<file path="config.mk">
export PLATFORM = sky130hd
export DESIGN_NAME = bias_acc_relu_layer9
export DESIGN_NICKNAME = d
export VERILOG_FILES = /design/src/rtl/bias_acc_pkg.sv /design/src/rtl/bias_acc_relu_layer9_lane.sv /design/src/rtl/bias_acc_relu_layer9.sv
export SDC_FILE = /design/constraint.sdc
export NUM_CORES = 2
export LEC_CHECK = 0
export CORE_AREA = 2 2 340 342
export CTS_CLUSTER_DIAMETER = 60
export DETAILED_ROUTE_END_ITERATION = 6
export DIE_AREA = 0 0 342 344
export GPL_TIMING_DRIVEN = 0
export HOLD_SLACK_MARGIN = 0.15
export PLACE_DENSITY_LB_ADDON = 0.3
export SYNTH_ARGS = -nofsm -noshare
export SYNTH_HDL_FRONTEND = slang
export SYNTH_SLANG_ARGS = --single-unit
</file>
<file path="constraint.sdc">
create_clock -name clk -period 6.99 [get_ports clk]
set_clock_uncertainty 0.15 [all_clocks]
set_input_delay 1.398 -clock clk [delete_from_list [all_inputs] [get_ports clk]]
set_output_delay 1.398 -clock clk [all_outputs]
set_load 0.01 [all_outputs]
</file>
<file path="src/rtl/bias_acc_pkg.sv">
// Shared types, default widths and saturation/ReLU helpers for the layer-9 bias accumulator.
// The lane word format is fixed by W_DEF; the helpers operate on that format.
package bias_acc_pkg;

    typedef enum logic [1:0] {
        ST_IDLE = 2'd0,
        ST_ACC  = 2'd1,
        ST_OUT  = 2'd2
    } state_t;

    localparam int W_DEF      = 18;
    localparam int PASS_W_DEF = 6;
    localparam int ACC_W_DEF  = W_DEF + PASS_W_DEF;

    localparam logic signed [ACC_W_DEF-1:0] SAT_MAX = ACC_W_DEF'((1 << (W_DEF - 1)) - 1);
    localparam logic signed [ACC_W_DEF-1:0] SAT_MIN = ~SAT_MAX;
    localparam logic signed [W_DEF-1:0]     W_MAX   = {1'b0, {(W_DEF-1){1'b1}}};
    localparam logic signed [W_DEF-1:0]     W_MIN   = {1'b1, {(W_DEF-1){1'b0}}};

    function automatic logic signed [W_DEF-1:0] sat_w(input logic signed [ACC_W_DEF-1:0] acc);
        if (acc > SAT_MAX)
            return W_MAX;
        else if (acc < SAT_MIN)
            return W_MIN;
        else
            return acc[W_DEF-1:0];
    endfunction

    function automatic logic signed [W_DEF-1:0] relu_w(input logic signed [W_DEF-1:0] x);
        return x[W_DEF-1] ? '0 : x;
    endfunction

endpackage

</file>
<file path="src/rtl/bias_acc_relu_layer9_lane.sv">
// One lane: accumulator register, bias fold-in on the first beat, saturation and optional ReLU.
// Optional feature macro: BIAS_ACC_RELU_EN (ReLU applied after saturation when defined).
module bias_acc_lane
    import bias_acc_pkg::*;
#(
    parameter int W     = W_DEF,
    parameter int ACC_W = ACC_W_DEF
) (
    input  logic         clk,
    input  logic         rst,
    input  logic         i_first,
    input  logic         i_accept,
    input  logic [W-1:0] i_bias,
    input  logic [W-1:0] i_in,
    output logic [W-1:0] o_res
);

    logic signed [ACC_W-1:0] r_acc;
    logic signed [ACC_W-1:0] w_base;
    logic signed [ACC_W-1:0] w_acc_next;
    logic signed [W-1:0]     w_sat;

    // The first beat of a group starts from the bias instead of the stale accumulator.
    assign w_base     = i_first ? ACC_W'(signed'(i_bias)) : r_acc;
    assign w_acc_next = w_base + ACC_W'(signed'(i_in));

    always_ff @(posedge clk) begin
        if (rst)
            r_acc <= '0;
        else if (i_accept)
            r_acc <= w_acc_next;
    end

    assign w_sat = sat_w(w_acc_next);

`ifdef BIAS_ACC_RELU_EN
    assign o_res = relu_w(w_sat);
`else
    assign o_res = w_sat;
`endif

endmodule

</file>
<file path="src/rtl/bias_acc_relu_layer9.sv">
// Layer-9 bias accumulator: sums n_pass partial-sum beats plus bias per lane, then saturates.
// Optional feature macro: BIAS_ACC_RELU_EN (negative lane results forced to 0 when defined).
module bias_acc_relu_layer9
    import bias_acc_pkg::*;
#(
    parameter int N_adder_tree = 16,
    parameter int W            = W_DEF,
    parameter int PASS_W       = PASS_W_DEF,
    parameter int ACC_W        = W + PASS_W
) (
    input  logic                      clk,
    input  logic                      rst,
    input  logic [N_adder_tree*W-1:0] bias,
    input  logic [PASS_W-1:0]         n_pass,
    input  logic                      in_valid,
    output logic                      in_ready,
    input  logic [N_adder_tree*W-1:0] in_data,
    output logic                      out_valid,
    input  logic                      out_ready,
    output logic [N_adder_tree*W-1:0] out_data,
    output logic                      busy
);

    state_t                    r_state;
    logic [PASS_W-1:0]         r_pass_cnt;
    logic [PASS_W-1:0]         r_n_eff;
    logic                      r_out_valid;
    logic [N_adder_tree*W-1:0] r_out_data;

    logic                      w_accept;
    logic                      w_first;
    logic [PASS_W-1:0]         w_n_eff_first;
    logic [PASS_W-1:0]         w_cnt_inc;
    logic                      w_last;
    logic [N_adder_tree*W-1:0] w_res;

    assign in_ready      = !rst && (r_state != ST_OUT);
    assign w_accept      = in_valid && in_ready;
    assign w_first       = (r_state == ST_IDLE);
    assign w_n_eff_first = (n_pass == '0) ? PASS_W'(1) : n_pass;
    assign w_cnt_inc     = r_pass_cnt + PASS_W'(1);
    assign w_last        = w_first ? (w_n_eff_first == PASS_W'(1)) : (w_cnt_inc == r_n_eff);

    for (genvar k = 0; k < N_adder_tree; k++) begin : g_lane
        bias_acc_lane #(
            .W     (W),
            .ACC_W (ACC_W)
        ) u_lane (
            .clk      (clk),
            .rst      (rst),
            .i_first  (w_first),
            .i_accept (w_accept),
            .i_bias   (bias[W*k +: W]),
            .i_in     (in_data[W*k +: W]),
            .o_res    (w_res[W*k +: W])
        );
    end

    always_ff @(posedge clk) begin
        if (rst) begin
            r_state     <= ST_IDLE;
            r_pass_cnt  <= '0;
            r_n_eff     <= '0;
            r_out_valid <= 1'b0;
            r_out_data  <= '0;
        end else begin
            case (r_state)
                ST_IDLE: begin
                    if (w_accept) begin
                        r_pass_cnt <= PASS_W'(1);
                        r_n_eff    <= w_n_eff_first;
                        if (w_last) begin
                            r_state     <= ST_OUT;
                            r_out_valid <= 1'b1;
                            r_out_data  <= w_res;
                        end else begin
                            r_state <= ST_ACC;
                        end
                    end
                end
                ST_ACC: begin
                    if (w_accept) begin
                        r_pass_cnt <= w_cnt_inc;
                        if (w_last) begin
                            r_state     <= ST_OUT;
                            r_out_valid <= 1'b1;
                            r_out_data  <= w_res;
                        end
                    end
                end
                ST_OUT: begin
                    if (out_ready) begin
                        r_out_valid <= 1'b0;
                        r_state     <= ST_IDLE;
                    end
                end
                default: r_state <= ST_IDLE;
            endcase
        end
    end

    assign out_valid = r_out_valid;
    assign out_data  = r_out_data;
    assign busy      = (r_state != ST_IDLE);

endmodule

</file>
Word level (Yosys, flattened, before mapping) --
Cells that the tools add are included.
Cells by class: reductions and logical operators 14, mux-type cells 63, $lt $le $gt $ge 32, equality and inequality tests 11, add/sub/neg operators 17
Operator list (number):
- $mux 18 | 32
- $add 24x18->24 | 16
- $gt 24x18->1 const B | 16
- $lt 24x18->1 const B | 16
- $mux 24 | 16
- $mux 6 | 3
- $pmux 6 s2 | 1
- $mux 2 | 5
- $ne 2x2->1 const B | 4
- $reduce_and 4->1 | 2
- $add 6x1->6 const B | 1
- $eq 6x1->1 const B | 1
- $eq 6x6->1 | 1
- $logic_not 6->1 | 1
- $ne 2x1->1 const B | 3
- $pmux 2 s3 | 1
- $reduce_and 3->1 | 2
- $reduce_bool 2->1 | 3
- $mux 1 | 4
- $eq 2x1->1 const B | 1
- $eq 2x2->1 const B | 1
- $logic_and 1x1->1 | 2
- $logic_not 2->1 | 1
- $pmux 1 s2 | 1
- other kinds (3) | 3
Storage, ports and cells: logic and storage cells 158, input bits 586, register bits after elaboration 687

Logic depth before layout (Yosys ltp) --
word-level depth 7, gate-level depth with buffers 24, mapped depth without buffers 17

Cells and area by module --
From an unflattened synthesis, not the netlist that was laid out.
Second synthesis, totals: cell total of the unflattened synthesis 6567, area total of the unflattened synthesis 56705.6 um^2
Modules (own cells, without submodules):
- bias_acc_lane at g_lane[10].u_lane ... | cells an instance 336, area an instance 2788.9 um^2, times used 13, seq. area each 480.5 um^2
- bias_acc_relu_layer9 | cells an instance 1191, area an instance 12754.7 um^2, times used 1, seq. area each 6065.8 um^2
- bias_acc_lane at g_lane[0].u_lane ... | cells an instance 336, area an instance 2565.0 um^2, times used 3, seq. area each 480.5 um^2

Worst setup path before layout --
No wires, ideal clock.
path kind flip-flop to flip-flop, from register r_state[0], to register r_out_data[241] (netlist: out_data[241]), period minus slack after synthesis 5.152 ns, data arrival time 4.917 ns, library setup time 0.086 ns, required time 6.754 ns, setup slack 1.838 ns, stages on the path, launching flop included 23, path through dfxtp_1 -> buf_2 -> nor2_2 -> inv_2 -> clkbuf_1 -> clkbuf_1 -> clkbuf_1 -> clkbuf_1 -> nand2_1 -> nand2_1 -> ha_1 -> fa_1 -> a211oi_1 -> o31ai_2 -> o211a_1 -> or3_1 -> o31ai_1 -> o211ai_1 -> xnor2_1 -> o41ai_4 -> buf_2 -> nand2_1 -> a211oi_1
Between the ends: cells in the longest elaborated chain, start to end 6, elaborated cells between the ends (all ways) 14, those cells by class 1 x add/sub; 2 x order compare; 2 x eq/ne; 4 x mux; 5 x reduce/logical
RTL lines:
- from (decl) | RTL line bias_acc_relu_layer9.sv:24 | state_t r_state;
- from (signal assigned) | RTL line bias_acc_relu_layer9.sv:61 | r_state <= ST_IDLE;
- from (signal assigned) | RTL line bias_acc_relu_layer9.sv:73 | r_state <= ST_OUT;
- from (signal assigned) | RTL line bias_acc_relu_layer9.sv:77 | r_state <= ST_ACC;
- $logic_not 2->1 | RTL line bias_acc_relu_layer9.sv:39, bias_acc_relu_layer9.sv:67
- $mux 24 | RTL line bias_acc_relu_layer9_lane.sv:24 | assign w_base = i_first ? ACC_W'(signed'(i_bias)) : r_acc;
- $add 24x18->24 | RTL line bias_acc_relu_layer9_lane.sv:25 | assign w_acc_next = w_base + ACC_W'(signed'(i_in));
- $lt 24x18->1 | RTL line bias_acc_pkg.sv:23 | else if (acc < SAT_MIN)
- $mux 18 | RTL line bias_acc_pkg.sv:23
- $mux 18 | RTL line bias_acc_pkg.sv:21 | if (acc > SAT_MAX)
- to (signal assigned) | RTL line bias_acc_relu_layer9.sv:75 | r_out_data <= w_res;
- to (signal assigned) | RTL line bias_acc_relu_layer9.sv:87 | r_out_data <= w_res;
- to (decl) | RTL line bias_acc_relu_layer9.sv:28 | logic [N_adder_tree*W-1:0] r_out_data;
Parallel ways exist; a longest one is shown, timed or not. A chain may end at the register's enable or synchronous reset.

Final worst setup path --
from register r_state[0], to register r_out_data[141] (netlist: out_data[141])
Same word-level chain as after synthesis.

==> results.toml <==
[min_path]
hold_depth = 2
hp-class = "flop to flop"
hold_start = "out_data[161]"
whs_endpoint = "out_data[161]"

[floorplanning]
initial_core_util_pct = 42.3
die_w_um = 342
core-area_um2 = 114000
rows = 124
die_h_um = 344
io_pins = 877
design.die.area_um2 = 118000

[cts]
cts_tree = "built"
root_buffer = "clkbuf_16"
postCtsHoldBufs = 0
cts_htree_levels = 3
clock_latency_ps = 710
cts_buffer_depth = 3
cts.clk_slew.worst_paths_ps = 60
cts_sinks = 687
cts_made_buffers = 89

[timing]
fin_ws_ps = 255
drv_slew = 43
slew_headroom_pct = -11.0
tightest_slew_ps = 1670
hold_ws_ps = 303
setup_viol = 0
finalCriticalPeriod_ps = 6730
fin_crit_sh_pct = 96.3
fin_tns_setup_ps = 0
hold_viol = 0
clock.fmax_mhz = 148
rsz0062_at_grt = "no"

[placed_design]
hpwl_um = 188000
placed_cells = 8991
dp_slack_ps = -1670
io_buffers = 876
place_congestion = 0.986
place_area_um2 = 58900

[final_layout]
drive_above_1_share_pct = 4.30
area_growth_pct = 29.3
finish.utilization_pct = 54.7
final_area_um2 = 62300
fin_cells = 9189
fin_nets = 8567

[synth]
seq_area_frac_synth_pct = 28.6
synth_edf_count = 0
synth_nets = 7595
ys_seq_elements = 687
synth_top_area_cell = "dfxtp_1"
avgSynthCellArea_um2 = 7.30
syn-cell-area_um2 = 48200
ys_async_sr_fraction_pct = 0
ys_warn_count = 0
ys.flop_type = "dfxtp_1"
synth.area.top_cells = "dfxtp_1, nand2_1, ha_1"
yosys.area.top_type_share_pct = 28.6
yosysUniqueCellTypes = 100
postSynthCellCount = 6599

[routing]
drt_iter0_markers = 5349
wl_per_cell_um = 26.1
drc = 0
drt_wl_total_um = 240000
routed-via-count = 54600
ant_nets = 0
drt_first_pass_iters = 6
viasPerCell = 5.94

[worst_setup_path]
r2r_cells = 22
required_ps = 7380
r2r_setup_slack_ps = 260
setup.worst_path.class = "flop to flop"
cp.arrival_ps = 7120
worst-path-max-fanout = 19
r2r-start = "r_state[0]"
r2r-end = "out_data[141]"
cp-start-kind = "flop"
crit_path_end_kind = "flop"

[pwr]
seqPwrFrac_pct = 29.4
pwr_density_cell_nw_per_um2 = 253
netSwitchingFraction_pct = 39.1
combinationalPowerShare_pct = 39.1
p_total_mw = 15.7
leakagePower_nw = 27.1
ir_drop_v = 0.000195
pwr-share-clk_pct = 31.4
intPower_mw = 9.58
switchingPower_mw = 6.16

[global_route]
grt_pass1_wl_um = 339000
grt_pass1_vias = 51100
grt-ovfl-total = 0
grt_max_degree = 17
antenna_found_initial = 58
grt_use_total_pct = 39.0

[run_status]
outcome = "finished with violations"
violations = "capacitance limit, slew limit"

[job]
maxCapViolations = 4
worst max-delay path: stages (launching register included):
cell and delay (ps):
dfxtp_1 290, buf_2 180, nor2_4 230, buf_2 450, clkbuf_4 550, clkbuf_1 480
buf_8 270, nand2_1 90, nand2_1 60, ha_1 180, inv_1 60, fa_1 410
nor2b_1 180, o31a_1 230, o31ai_1 100, a21oi_1 270, a221oi_1 220, o41ai_1 740
xnor2_1 210, nand4_1 140, o22ai_2 500, clkbuf_1 400, a211oi_1 130
cells by family (layout without fill, tap and decap cells):
kind of cell / Yosys count / after routing / share of synthesized area [%]
simple gates: 2872 / 2872 / 25.9
mux: 9 / 9 / 0.197
compound gates: 1832 / 1832 / 24.8
other cells: 0 / 30 / 0
buf+inv: 467 / 1515 / 3.77
flops: 687 / 687 / 28.6
xor+xnor: 322 / 322 / 5.88
fa+ha+maj: 410 / 410 / 10.9
registers in the layout, indices dropped and copies added (netlist names):
register / cells
g_lane.u_lane.r_acc: 384
r_pass_cnt: 6
out_valid: 1
r_n_eff: 6
r_state: 2
out_data: 288
cell usage in the layout (no fill, tap or decap), types with 124 or more instances in the layout:
master           Yosys  layout
xnor2_1            187     187
nand3_1            423     423
dfxtp_1            687     687
nor2_1             416     415
a21oi_1            449     449
ha_1               394     394
clkdlybuf4s50_1      0     876
a211oi_1           211     210
o21ai_0            443     443
xor2_1             134     134
a21o_1             267     267
nand2b_1           124     124
nand2_1           1573    1573
clkbuf_1           299     268
power groups by stage:
stage	sequential (mW)	combinational [mW]	clock [mW]
after floorplan	4.66	3.86	0
after global placement	4.68	5.89	0
after detailed placement	4.70	5.94	0
after CTS	4.62	6.00	4.96
after global routing	4.67	6.64	5.11
final	4.63	6.16	4.95
synthesized netlist by cell type, types with 13 or more instances:
cell and instances:
a21o_1 267, nor4_1 22, fa_1 16, nor2b_1 27, nor3_1 76, a21oi_1 449, nand2b_1 124, o21a_1 61
ha_1 394, or3_1 22, nor2_1 416, o31ai_1 18, a211oi_1 211, a31oi_1 44, clkbuf_1 299, o21ai_1 46
xor2_1 134, or2_2 13, a211oi_2 20, xnor2_1 187, inv_1 101, nand3_1 423, buf_1 27, and3_1 35
nand2_1 1573, and4_1 15, and2_1 43, o211ai_1 42, o21ai_0 443, a211o_1 17, nand4_1 40, o21bai_1 41
dfxtp_1 687, buf_2 36
cell type report:
type | count | area (µm²)
Antenna cell | 30 | 75.1
Buffer | 362 | 1500
Clock buffer | 113 | 2450
Clock inverter | 54 | 653
Fill cell | 11000 | 51600
Inverter | 102 | 385
Multi-Input combinational cell | 5445 | 32700
Sequential cell | 687 | 13800
Tap cell | 1512 | 1890
Timing Repair Buffer | 884 | 8900
what timing repair did:
action / CTS / global route
setup buffers: 2 / 1
pin swaps: 1 / 1
endpoints found under the hold margin: 0 / 0
resized for setup: 34 / 13
setup endpoints to repair: 315 / 95
metal layers:
| metal | track usage (%) | wire (µm) | vias to the layer above |
|---|---|---|---|
| li1 | - | - | 25300 |
| met1 | 47.9 | 94100 | 25800 |
| met2 | 61.6 | 105000 | 2851 |
| met3 | 9.87 | 24800 | 624 |
| met4 | 23.6 | 15600 | 40 |
| met5 | 0 | 276 | - |
worst max path at each step:
| stage | cells after the start | startpoint | end | slack [ps] |
|---|---|---|---|---|
| 3_3_place_gp | 20 | r_state[0] | out_data[141] | -1720 |
| 6_report | 22 | r_state[0] | out_data[141] | 260 |
| 4_1_cts | 20 | r_state[0] | out_data[33] | 130 |
| 5_1_grt | 19 | r_state[0] | out_data[207] | 40 |
| 3_5_place_dp | 21 | r_state[0] | out_data[141] | -1670 |
| 2_1_floorplan | 22 | r_state[0] | out_data[241] | 1840 |
(Power assumes the default switching activity.)
